`src/rtl/muldiv_pkg.sv`:
```
// Shared definitions for the iterative multiply/divide unit: op encodings,
// FSM state type and the divide-by-zero quotient pattern.
package muldiv_pkg;

    localparam logic [1:0] OP_MULT  = 2'b00;
    localparam logic [1:0] OP_MULTU = 2'b01;
    localparam logic [1:0] OP_DIV   = 2'b10;
    localparam logic [1:0] OP_DIVU  = 2'b11;

    typedef enum logic [1:0] {
        ST_IDLE = 2'd0,
        ST_RUN  = 2'd1,
        ST_DONE = 2'd2
    } muldiv_state_t;

    // Quotient returned on divide by zero; sliced to the operand width.
    localparam logic [63:0] DIV_ZERO_LO = '1;

    function automatic logic isSignedOp(input logic [1:0] op);
        return (op == OP_MULT) || (op == OP_DIV);
    endfunction

endpackage

```
`src/rtl/div_restoring_step.sv`:
```
// One restoring-division iteration: shift the next dividend bit into the
// partial remainder and subtract the divisor when it fits.
module div_restoring_step
    import muldiv_pkg::*;
#(
    parameter int WIDTH = 32
) (
    input  logic [WIDTH-1:0] remIn,
    input  logic [WIDTH-1:0] quoIn,
    input  logic [WIDTH-1:0] divisor,
    output logic [WIDTH-1:0] remOut,
    output logic [WIDTH-1:0] quoOut
);

    logic [WIDTH:0]   shifted;
    logic [WIDTH-1:0] sub;
    logic             fits;

    assign shifted = {remIn, quoIn[WIDTH-1]};
    assign fits    = shifted >= {1'b0, divisor};
    // When the divisor fits the true difference is below 2^WIDTH, so the
    // wrapped WIDTH-bit subtraction is exact.
    assign sub     = shifted[WIDTH-1:0] - divisor;

    always_comb begin
        remOut = shifted[WIDTH-1:0];
        quoOut = {quoIn[WIDTH-2:0], 1'b0};
        if (fits) begin
            remOut = sub;
            quoOut = {quoIn[WIDTH-2:0], 1'b1};
        end
    end

endmodule

```
`src/rtl/muldiv_unit.sv`:
```
// Iterative MULT/MULTU/DIV/DIVU unit with HI/LO registers and MTHI/MTLO.
// Define MULDIV_FAST_MUL_EN for a single-cycle array multiply (divide stays iterative).
module muldiv_unit
    import muldiv_pkg::*;
#(
    parameter int WIDTH = 32
) (
    input  logic             Clk,
    input  logic             reset,
    input  logic             start,
    input  logic [1:0]       op,
    input  logic [WIDTH-1:0] opA,
    input  logic [WIDTH-1:0] opB,
    input  logic             mthi,
    input  logic             mtlo,
    input  logic [WIDTH-1:0] wdata,
    output logic             busy,
    output logic             done,
    output logic [WIDTH-1:0] hi,
    output logic [WIDTH-1:0] lo
);

    localparam int CNT_W = $clog2(WIDTH) + 1;

    function automatic logic [WIDTH-1:0] negateIf(input logic [WIDTH-1:0] v, input logic neg);
        return neg ? -v : v;
    endfunction

    function automatic logic [2*WIDTH-1:0] negateWideIf(input logic [2*WIDTH-1:0] v, input logic neg);
        return neg ? -v : v;
    endfunction

    muldiv_state_t    state;
    logic [CNT_W-1:0] iterCnt;
    logic [WIDTH-1:0] hiReg, loReg;
    logic [WIDTH-1:0] accHi, accLo, operand;
    logic             isDivLat, negRes, negRem;

    logic             negA, negB, accept, lastIter;
    logic [WIDTH-1:0] magA, magB;
    logic [WIDTH-1:0] divRem, divQuo, nextHi, nextLo, resHi, resLo;
    logic [WIDTH:0]   mulSum;
    logic [2*WIDTH-1:0] prod;

    assign negA     = isSignedOp(op) & opA[WIDTH-1];
    assign negB     = isSignedOp(op) & opB[WIDTH-1];
    assign magA     = negateIf(opA, negA);
    assign magB     = negateIf(opB, negB);
    assign accept   = (state != ST_RUN) && start;
    assign lastIter = iterCnt == CNT_W'(WIDTH - 1);

    div_restoring_step #(.WIDTH(WIDTH)) uStep (
        .remIn  (accHi),
        .quoIn  (accLo),
        .divisor(operand),
        .remOut (divRem),
        .quoOut (divQuo)
    );

    // Shift-add: accHi accumulates the upper product, accLo shifts the multiplier out.
    assign mulSum = {1'b0, accHi} + (accLo[0] ? {1'b0, operand} : '0);
    assign nextHi = isDivLat ? divRem : mulSum[WIDTH:1];
    assign nextLo = isDivLat ? divQuo : {mulSum[0], accLo[WIDTH-1:1]};

    always_comb begin
        prod  = negateWideIf({nextHi, nextLo}, negRes);
        resHi = prod[2*WIDTH-1:WIDTH];
        resLo = prod[WIDTH-1:0];
        if (isDivLat) begin
            // A zero divisor leaves |opA| in the remainder; restoring its sign yields opA.
            resHi = negateIf(nextHi, negRem);
            resLo = (operand == '0) ? DIV_ZERO_LO[WIDTH-1:0] : negateIf(nextLo, negRes);
        end
    end

`ifdef MULDIV_FAST_MUL_EN
    logic [2*WIDTH-1:0] fastProd;
    always_comb begin
        if (isSignedOp(op))
            fastProd = $signed({{WIDTH{opA[WIDTH-1]}}, opA}) * $signed({{WIDTH{opB[WIDTH-1]}}, opB});
        else
            fastProd = {{WIDTH{1'b0}}, opA} * {{WIDTH{1'b0}}, opB};
    end
`endif

    always_ff @(posedge Clk) begin
        if (!reset) begin
            state   <= ST_IDLE;
            iterCnt <= '0;
            hiReg   <= '0;
            loReg   <= '0;
        end else begin
            unique case (state)
                ST_RUN: begin
                    iterCnt <= iterCnt + CNT_W'(1);
                    if (lastIter) begin
                        hiReg <= resHi;
                        loReg <= resLo;
                        state <= ST_DONE;
                    end
                end
                default: begin
                    if (start) begin
`ifdef MULDIV_FAST_MUL_EN
                        if (!op[1]) begin
                            {hiReg, loReg} <= fastProd;
                            state          <= ST_DONE;
                        end else begin
                            state   <= ST_RUN;
                            iterCnt <= '0;
                        end
`else
                        state   <= ST_RUN;
                        iterCnt <= '0;
`endif
                    end else begin
                        if (mthi) hiReg <= wdata;
                        if (mtlo) loReg <= wdata;
                        state <= ST_IDLE;
                    end
                end
            endcase
        end
    end

    // Datapath operands: loaded on launch, advanced every RUN cycle.
    always_ff @(posedge Clk) begin
        if (accept) begin
            isDivLat <= op[1];
            negRes   <= negA ^ negB;
            negRem   <= negA;
            accHi    <= '0;
            accLo    <= op[1] ? magA : magB;
            operand  <= op[1] ? magB : magA;
        end else if (state == ST_RUN) begin
            accHi <= nextHi;
            accLo <= nextLo;
        end
    end

    assign busy = state == ST_RUN;
    assign done = state == ST_DONE;
    assign hi   = hiReg;
    assign lo   = loReg;

endmodule

```
`config.mk`:
```
export PLATFORM = sky130hd
export DESIGN_NAME = muldiv_unit
export DESIGN_NICKNAME = d
export VERILOG_FILES = /design/src/rtl/muldiv_pkg.sv /design/src/rtl/div_restoring_step.sv /design/src/rtl/muldiv_unit.sv
export SDC_FILE = /design/constraint.sdc
export NUM_CORES = 1
export LEC_CHECK = 0
export CAP_MARGIN = 20
export CORE_MARGIN = 4
export CORE_UTILIZATION = 42
export CTS_BUF_LIST = sky130_fd_sc_hd__clkbuf_4 sky130_fd_sc_hd__clkbuf_8 sky130_fd_sc_hd__clkbuf_16
export CTS_CLUSTER_DIAMETER = 50
export DETAILED_ROUTE_END_ITERATION = 6
export GPL_TIMING_DRIVEN = 0
export HOLD_SLACK_MARGIN = 0.08
export MAX_ROUTING_LAYER = met4
export PLACE_DENSITY_LB_ADDON = 0.25
export SYNTH_ARGS = -nofsm -noshare
export SYNTH_HDL_FRONTEND = slang
export SYNTH_SLANG_ARGS = --single-unit
```
`constraint.sdc`:
```
create_clock -name Clk -period 13.35 [get_ports Clk]
set_clock_uncertainty 0.2 [all_clocks]
set_input_delay 1.335 -clock Clk [delete_from_list [all_inputs] [get_ports Clk]]
set_output_delay 1.335 -clock Clk [all_outputs]
set_load 0.03 [all_outputs]
```
== Word-level counts from Yosys, hierarchy flattened ==
Cells that the tools add are included.
Storage, ports and cells
  latch bits: 0
  ROM bits: 0
  register bits: 171
  bits in writable memories: 0
  logic and storage cells: 69
  memories kept: 0
  input bits: 103
Operators by class
  bitwise operators: 3
  magnitude comparators: 1
  add/subtract/negate cells: 8
  equal/unequal tests: 7
  multipliers: 0
  reductions and logical operators: 10
  shift operators: 0
  divide/modulo/power cells: 0
  multiplexer cells: 30
Operators by type and width (count)
  $mux 32: 23
  $neg 32->32: 4
  $mux 64: 1
  $neg 64->64: 1
  $add 32x32->33: 1
  $ge 33x32->1: 1
  $logic_not 32->1: 1
  $sub 32x32->32: 1
  $mux 6: 2
  $reduce_bool 2->1: 4
  $add 6x1->6 const B: 1
  $eq 6x5->1 const B: 1
  $ne 2x1->1 const B: 3
  $reduce_and 3->1: 2
  $eq 2x2->1 const B: 2
  $mux 2: 2
  $and 1x1->1: 2
  $eq 2x1->1 const B: 1
  $logic_not 2->1: 1
  $mux 1: 2
  $logic_and 1x1->1: 1
  $logic_or 1x1->1: 1
  $xor 1x1->1: 1

== Logic depth before layout (Yosys ltp) ==
Gate-level depths: netlist (run 1).
  word-level depth: 9
  depth in mapped cells: 24
  mapped depth without buffers: 22

== Modules after synthesis ==
Synthesis (run 1) repeated with hierarchy kept, for this count alone.
Second synthesis, totals
  cell total of the unflattened synthesis: 2088
  area, all modules: 16618.4 um2
Modules (own cells, without submodules)
  muldiv_unit: cells an instance 1733, instances 1, area each 14047.2 um2
  div_restoring_step: cells an instance 355, instances 1, area each 2571.2 um2

== Worst setup path after synthesis (run 1) ==
Ideal clock, no wire load.
  path kind: register -> register
  from: register isDivLat
  to: register hiReg[22], in the netlist hi[22]
  library setup time: 0.076 ns
  clock period less this slack: 5.436 ns
  cell stages (with the launch flop): 25
  required time: 13.074 ns
  setup slack: 7.914 ns
  arrival time: 5.161 ns
  cell sequence: edfxtp_1 -> buf_2 -> buf_2 -> buf_2 -> buf_4 -> buf_2 -> buf_4 -> buf_2 -> buf_2 -> buf_1 -> clkbuf_1 -> mux2i_1 -> ha_1 -> o21ai_0 -> nor3_1 -> o211ai_1 -> nand2b_1 -> nor3_1 -> a31oi_1 -> nor4b_1 -> a31oi_1 -> a32oi_1 -> xnor2_1 -> o21ai_0 -> a21boi_0
Between the ends
  longest elaborated chain between the ends: 6
  elaborated cells on any way between the ends: 9
  those cells by class: add/sub: 2; mux: 7
Ends and longest elaborated chain
  from (decl): RTL line muldiv_unit.sv:37  | logic isDivLat, negRes, negRem;
  from (signal assigned): RTL line muldiv_unit.sv:129  | isDivLat <= op[1];
  $mux 32, on equally long branches: RTL line muldiv_unit.sv:63, muldiv_unit.sv:62
  $neg 64->64 / $neg 32->32 (equally long branches): RTL line muldiv_unit.sv:30, muldiv_unit.sv:26
  $mux 64 / $mux 32 (equally long branches): RTL line muldiv_unit.sv:30, muldiv_unit.sv:26
  $mux 32 *: RTL line muldiv_unit.sv:69  | if (isDivLat) begin
  $mux 32 *: RTL line muldiv_unit.sv:96  | if (lastIter) begin
  $mux 32 *: RTL line muldiv_unit.sv:93  | unique case (state)
  to (signal assigned): RTL line muldiv_unit.sv:97  | hiReg <= resHi;
  to (signal assigned): RTL line muldiv_unit.sv:117  | if (mthi) hiReg <= wdata;
  to (decl): RTL line muldiv_unit.sv:35  | logic [WIDTH-1:0] hiReg, loReg;
Mark *: on every way between the ends. The rest lies on a longest branch, timed or not. The select of a mux whose other input is x is not followed.
A chain may end at the register's enable or synchronous reset.

== Worst setup path after layout (run 1) ==
Same ends and word-level chain as after synthesis.

==> results_dict.tcl, run 1 <==
set metrics [dict create \
    status "completed" \
    cts_hold_buf 0 \
    async_flop_share_pct 0 \
    clock_sinks 171 \
    drt_pass1_iterations 5 \
    yosysWarnings 0 \
    fin_nets 2325 \
    cts_resized 0 \
    antenna_found_initial 1 \
    path_class "reg -> reg" \
    p_leak_nw 7.01 \
    synth_edf_count 67 \
    post_cts_buffers 0 \
    portBuffers 168 \
    critPathMaxFanout 10 \
    vias 16200 \
    final_cell_mix "nand2_1 (237), a21oi_1 (179), clkdlybuf4s50_1 (168)" \
    drc_errors 0 \
    clkTransAtPathRegs_ns 0.07 \
    cts_buffers 17 \
    clk_path_buf_depth 2 \
    wl_per_cell_um 23.3 \
    finalCriticalPeriod_ns 8.30 \
    totalWireLength_um 61100 \
    die-area_um2 39800 \
    ys_ff_latch 171 \
    worstPathRequired_ns 13.48 \
    dp_hpwl_um 50200 \
    post-route-period-util_pct 62.2 \
    ios 169 \
    fp-row-count 69 \
    gr-usage-all-layers_pct 30.6 \
    gp_congestion 1.02 \
    syn_area_um2 15400 \
    cp-end-kind "flip-flop" \
    area_growth_pct 19.0 \
    clk_latency_ns 0.44 \
    grt_max_degree 29 \
    cts_tree "yes" \
    arrival_ns 8.42 \
    maxSlewViolCount 0 \
    syn_avg_cell_area_um2 7.86 \
    power_density_nw_per_um2 133 \
    irDropWorstVdd_uv 102 \
    tightestPinTransition_ns 0.945 \
    ys.flop_type "dfxtp_1" \
    hp-class "reg -> reg" \
    setup_viol 0 \
    cts_htree_levels 4 \
    grt_pass1_wl_um 91300 \
    synth_fp_nets 2135 \
    ant_nets 0 \
    tns_ns 0 \
    grt_pass1_vias 15700 \
    initial_core_util_pct 42.9 \
    syn-instance-count 1961 \
    synth_cell_types 92 \
    grt-ovfl-total 0 \
    die_h_um 200 \
    max_cap_violations 0 \
    fin_area_um2 18300 \
    die_x_um 200 \
    via_per_inst 6.16 \
    fillCellCount 3538 \
    start_kind "flip-flop" \
    drive_above_1_share_pct 5.04 \
    hold_violations 0 \
    utilization_pct 51.1 \
    core_um2 35900 \
    rsz0062_at_grt "false" \
    cts-root-buf "clkbuf_16" \
    max_freq_mhz 121 \
    maxSlewHeadroom_pct 36.0 \
    post_dp_cell_area_um2 17700 \
    final_common_cell "nand2_1" \
    drt_iter0_markers 1679 \
    yosysSeqAreaShare_pct 26.6 \
]
## through the flow
stage / setup WS (ns) / instances / power, W / hold WS, ns
2_1_floorplan: 7.91 / 1961 / 0.00150 / 0.271
3_3_place_gp: 5.37 / 2590 / 0.00189 / 0.241
3_5_place_dp: 5.39 / 2593 / 0.00190 / 0.250
4_1_cts: 5.35 / 2625 / 0.00242 / 0.262
5_1_grt: 4.69 / 2627 / 0.00257 / 0.293
6_report: 5.05 / 2628 / 0.00244 / 0.260
## final cells by class
type                            instances  area [um^2]  share of cell area, %
Multi-Input combinational cell       1604        10600                   57.6
Sequential cell                       171         4090                   22.3
Timing Repair Buffer                  171         1740                   9.51
Tap cell                              461          577                   3.15
Buffer                                110          470                   2.57
Clock buffer                           17          425                   2.32
Inverter                               76          285                   1.56
Clock inverter                         15          176                  0.962
Antenna cell                            3         7.51                 0.0409
## per-layer routing
layer / part of all wire (%) / vias up / GRT usage [%]
li1: - / 7622 / -
met2: 46 / 654 / 48.4
met5: 0 / - / -
met1: 43 / 7798 / 39.6
met4: 3.5 / 0 / 10.9
met3: 7.5 / 106 / 5.21
## synthesized netlist by cell type, drive strengths merged (12+ instances only)
cell type  instances  area share [%]
o31ai             18            0.88
nor3              47             1.6
a21o              25             1.2
or3               17            0.69
o21a              14            0.68
dfxtp            104              14
xnor2             79             4.5
and2              41             1.7
o21ai            139             4.5
a311oi            12             1.0
edfxtp            67              13
and3              17            0.69
a31oi             17            0.69
nor2             124             3.0
a211oi            14            0.80
o221ai            36             2.1
xor2              83             4.7
or4               13            0.66
clkbuf            67             1.6
inv               72             1.8
nand2            237             5.8
nand4             33             1.3
a21boi            42             2.0
mux2i             83             5.4
nand2b            15            0.61
ha                69             5.6
nor2b             19            0.77
a21oi            181             5.9
buf               43             1.4
nand3             43             1.4
nor4              22            0.89
o211ai            32             1.6
## path summary, 6_finish.rpt
| path | slack, ns | start | depth (start not counted) | endpoint |
|---|---|---|---|---|
| worst max-delay path | 5.05 | isDivLat | 24 | hi[22] |
| worst min-delay path | 0.26 | hi[15] | 2 | hi[15] |
| worst max register to register | 5.05 | isDivLat | 24 | hi[22] |
| worst min register to register | 0.26 | hi[15] | 2 | hi[15] |
## kinds of logic (layout without fill, tap and decap cells)
| family | after synthesis | count (layout) | share of synthesized area (%) |
|---|---|---|---|
| AOI/OAI and AO/OA | 618 | 618 | 26.5 |
| xor gates and xnor gates | 162 | 162 | 9.21 |
| adders and majority gates | 71 | 71 | 5.86 |
| buffers and inverters | 186 | 389 | 4.90 |
| DFF | 171 | 171 | 26.6 |
| muxes | 90 | 90 | 5.90 |
| other | 0 | 3 | 0 |
| and+or+nand+nor | 663 | 663 | 21.0 |
## worst max-delay path: stages, from the launching register on
cell and delay (ns):
edfxtp_1 0.33, buf_2 0.24, buf_2 0.32, buf_2 0.33, buf_4 0.26, buf_2 0.27, buf_4 0.22, buf_2 0.27
buf_2 0.31, buf_1 0.65, clkbuf_1 0.57, mux2i_1 0.55, ha_1 0.32, o21ai_0 0.11, nor3_1 0.31, o211ai_1 0.31
nand2b_1 0.31, nor3_1 0.46, a31oi_1 0.30, nor4b_1 0.58, a31oi_1 0.27, a32oi_1 0.27, xnor2_1 0.10, o21ai_0 0.20
a21boi_0 0.11
## sequential cells by signal, summed over array words and instances (netlist names)
register,flops
state,2
accLo,32
isDivLat,1
hi,32
lo,32
operand,32
iterCnt,6
negRem,1
accHi,32
negRes,1
## power breakdown
| group | total (W) | internal (W) | switching (W) | leakage, nW |
|---|---|---|---|---|
| Sequential | 0.000697 | 0.000614 | 0.0000825 | 1.50 |
| Combinational | 0.00123 | 0.000446 | 0.000783 | 5.22 |
| Clock | 0.000518 | 0.000269 | 0.000250 | 0.291 |
No activity file was read; power rests on OpenSTA's default activity.
==> run 2, diff against run 1 <==
==> constraint.sdc (replaced) <==
create_clock -name Clk -period 8 [get_ports Clk]
set_clock_uncertainty 0.2 [all_clocks]
set_input_delay 0.8 -clock Clk [delete_from_list [all_inputs] [get_ports Clk]]
set_output_delay 0.8 -clock Clk [all_outputs]
set_load 0.03 [all_outputs]
==> run 2 against run 1 <==
- sequential share of layout area hardly changed
- power increased by 67%
- clock-buffer cell count unchanged
- largest cell class unchanged
- largest power group unchanged
==> results_dict.tcl, run 2 (synthesis gave the netlist of run 1 again) <==
set metrics [dict create \
    seqPwrFrac_pct 28.5 \
    fp-row-count 69 \
    p_int_w 0.00222 \
    ant_nets 0 \
    p_leak_nw 7.01 \
    wl_per_cell_um 23.3 \
    die-area_um2 39800 \
    initial_core_util_pct 42.9 \
    start_kind "flip-flop" \
    drt_pass1_iterations 6 \
    status "completed" \
    die_h_um 200 \
    clkTransAtPathRegs_ns 0.07 \
    rsz0062_at_grt "false" \
    path_class "reg -> reg" \
    arrival_ns 7.58 \
    switching_share_pct 45.7 \
    drive_above_1_share_pct 5.04 \
    cts-root-buf "clkbuf_16" \
    ios 169 \
    grt-ovfl-total 0 \
    clk_latency_ns 0.44 \
    fin_nets 2323 \
    clk_path_buf_depth 2 \
    core_um2 35900 \
    final_common_cell "nand2_1" \
    cts_tree "yes" \
    antenna_found_initial 1 \
    totalWireLength_um 61200 \
    cts_htree_levels 4 \
    maxSlewHeadroom_pct 36.5 \
    grt_pass1_wl_um 91300 \
    final_cell_mix "nand2_1 (237), a21oi_1 (179), clkdlybuf4s50_1 (168)" \
    drc_errors 0 \
    via_per_inst 6.18 \
    finalCriticalPeriod_ns 7.45 \
    gp_congestion 1.02 \
    maxSlewViolCount 0 \
    max_freq_mhz 134 \
    grt_max_degree 29 \
    worstPathRequired_ns 8.13 \
    cp-end-kind "flip-flop" \
    die_x_um 200 \
    max_cap_violations 0 \
    combPwrFrac_pct 50.3 \
    post-route-period-util_pct 93.2 \
    power_density_nw_per_um2 223 \
    clock_sinks 171 \
    gr-usage-all-layers_pct 30.6 \
    hp-class "reg -> reg" \
    utilization_pct 51.0 \
    critPathMaxFanout 10 \
    post_cts_buffers 0 \
    drt_iter0_markers 1608 \
    dp_hpwl_um 50200 \
    p_clk_share_pct 21.2 \
    grt_pass1_vias 15700 \
    p_sw_w 0.00187 \
    fillCellCount 3540 \
    irDropWorstVdd_uv 170 \
    tns_ns 0 \
    tightestPinTransition_ns 0.938 \
    hold_violations 0 \
    vias 16200 \
    portBuffers 168 \
    setup_viol 0 \
    cts_buffers 17 \
    area_growth_pct 19.0 \
]
==> run 2: changes by cell type in the layout (fill, tap and decap cells not counted), sizes merged <==
cell    before  now
buf         46   45
clkbuf      84   83
diode        3    2
==> run 2: worst max-delay path: stages, from the launching register on <==
cell and delay (ns):
edfxtp_1 0.53, inv_1 0.09, ha_1 0.34, a21o_1 0.19, a211oi_1 0.68, o21a_1 0.39, nand3_1 0.23, buf_4 0.25
nand2_1 0.27, a21boi_0 0.51, ha_1 0.33, o21ai_0 0.11, nor3_1 0.31, o211ai_1 0.31, nand2b_1 0.31, nor3_1 0.47
a31oi_1 0.30, nor4b_1 0.56, a31oi_1 0.27, a32oi_1 0.28, xnor2_1 0.10, o21ai_0 0.20, a21boi_0 0.11
==> run 2: per-layer routing <==
metal / track usage, % / up-vias / share of wire [%]
met5: - / - / 0
met4: 10.9 / 0 / 3.5
met3: 5.21 / 103 / 7.9
met2: 48.4 / 668 / 46
met1: 39.6 / 7836 / 42
li1: - / 7622 / -
==> run 2: final timing paths <==
kind / from / endpoint / slack (ns) / cells past startpoint
worst max register to register: operand[30] / hi[22] / 0.55 / 22
worst max-delay path: operand[30] / hi[22] / 0.55 / 22
worst min-delay path: hi[15] / hi[15] / 0.26 / 2
worst min register to register: hi[15] / hi[15] / 0.26 / 2
==> run 2: power by group through the flow <==
stage | clock network [W] | logic (W) | registers (W)
final | 0.000867 | 0.00205 | 0.00116
after global routing | 0.000903 | 0.00221 | 0.00117
after CTS | 0.000869 | 0.00201 | 0.00116
after detailed placement | 0 | 0.00200 | 0.00118
after global placement | 0 | 0.00198 | 0.00118
after floorplan | 0 | 0.00134 | 0.00116
==> run 2: area by class of cell <==
cell class              count  area [um^2]  area share [%]
repair buffers            171         1740            9.52
inverters                  76          285            1.56
flip-flops and latches    171         4090            22.3
clock buffers              17          425            2.32
diodes                      2         5.00          0.0273
plain buffers             108          463            2.53
well taps                 461          577            3.15
clock inverters            15          176           0.963
multi-input cells        1604        10600            57.6
==> run 2: timing repair <==
item                                    4_1_cts  5_1_grt
hold buffers                                  0        0
endpoints found under the setup margin        0        6
gates resized for setup                       0        0
==> run 2: metrics by stage <==
| step | instance area [um^2] | cells | setup slack, ns | hold WS [ns] | power (W) |
|---|---|---|---|---|---|
| final | 18300 | 2625 | 0.547 | 0.260 | 0.00408 |
| after global routing | 18300 | 2625 | 0.184 | 0.293 | 0.00429 |
| after CTS | 18300 | 2625 | 0.00372 | 0.262 | 0.00404 |
| after detailed placement | 17700 | 2593 | 0.0424 | 0.250 | 0.00318 |
| after global placement | 17700 | 2590 | 0.0189 | 0.241 | 0.00316 |
| after floorplan | 15400 | 1961 | 2.56 | 0.271 | 0.00250 |
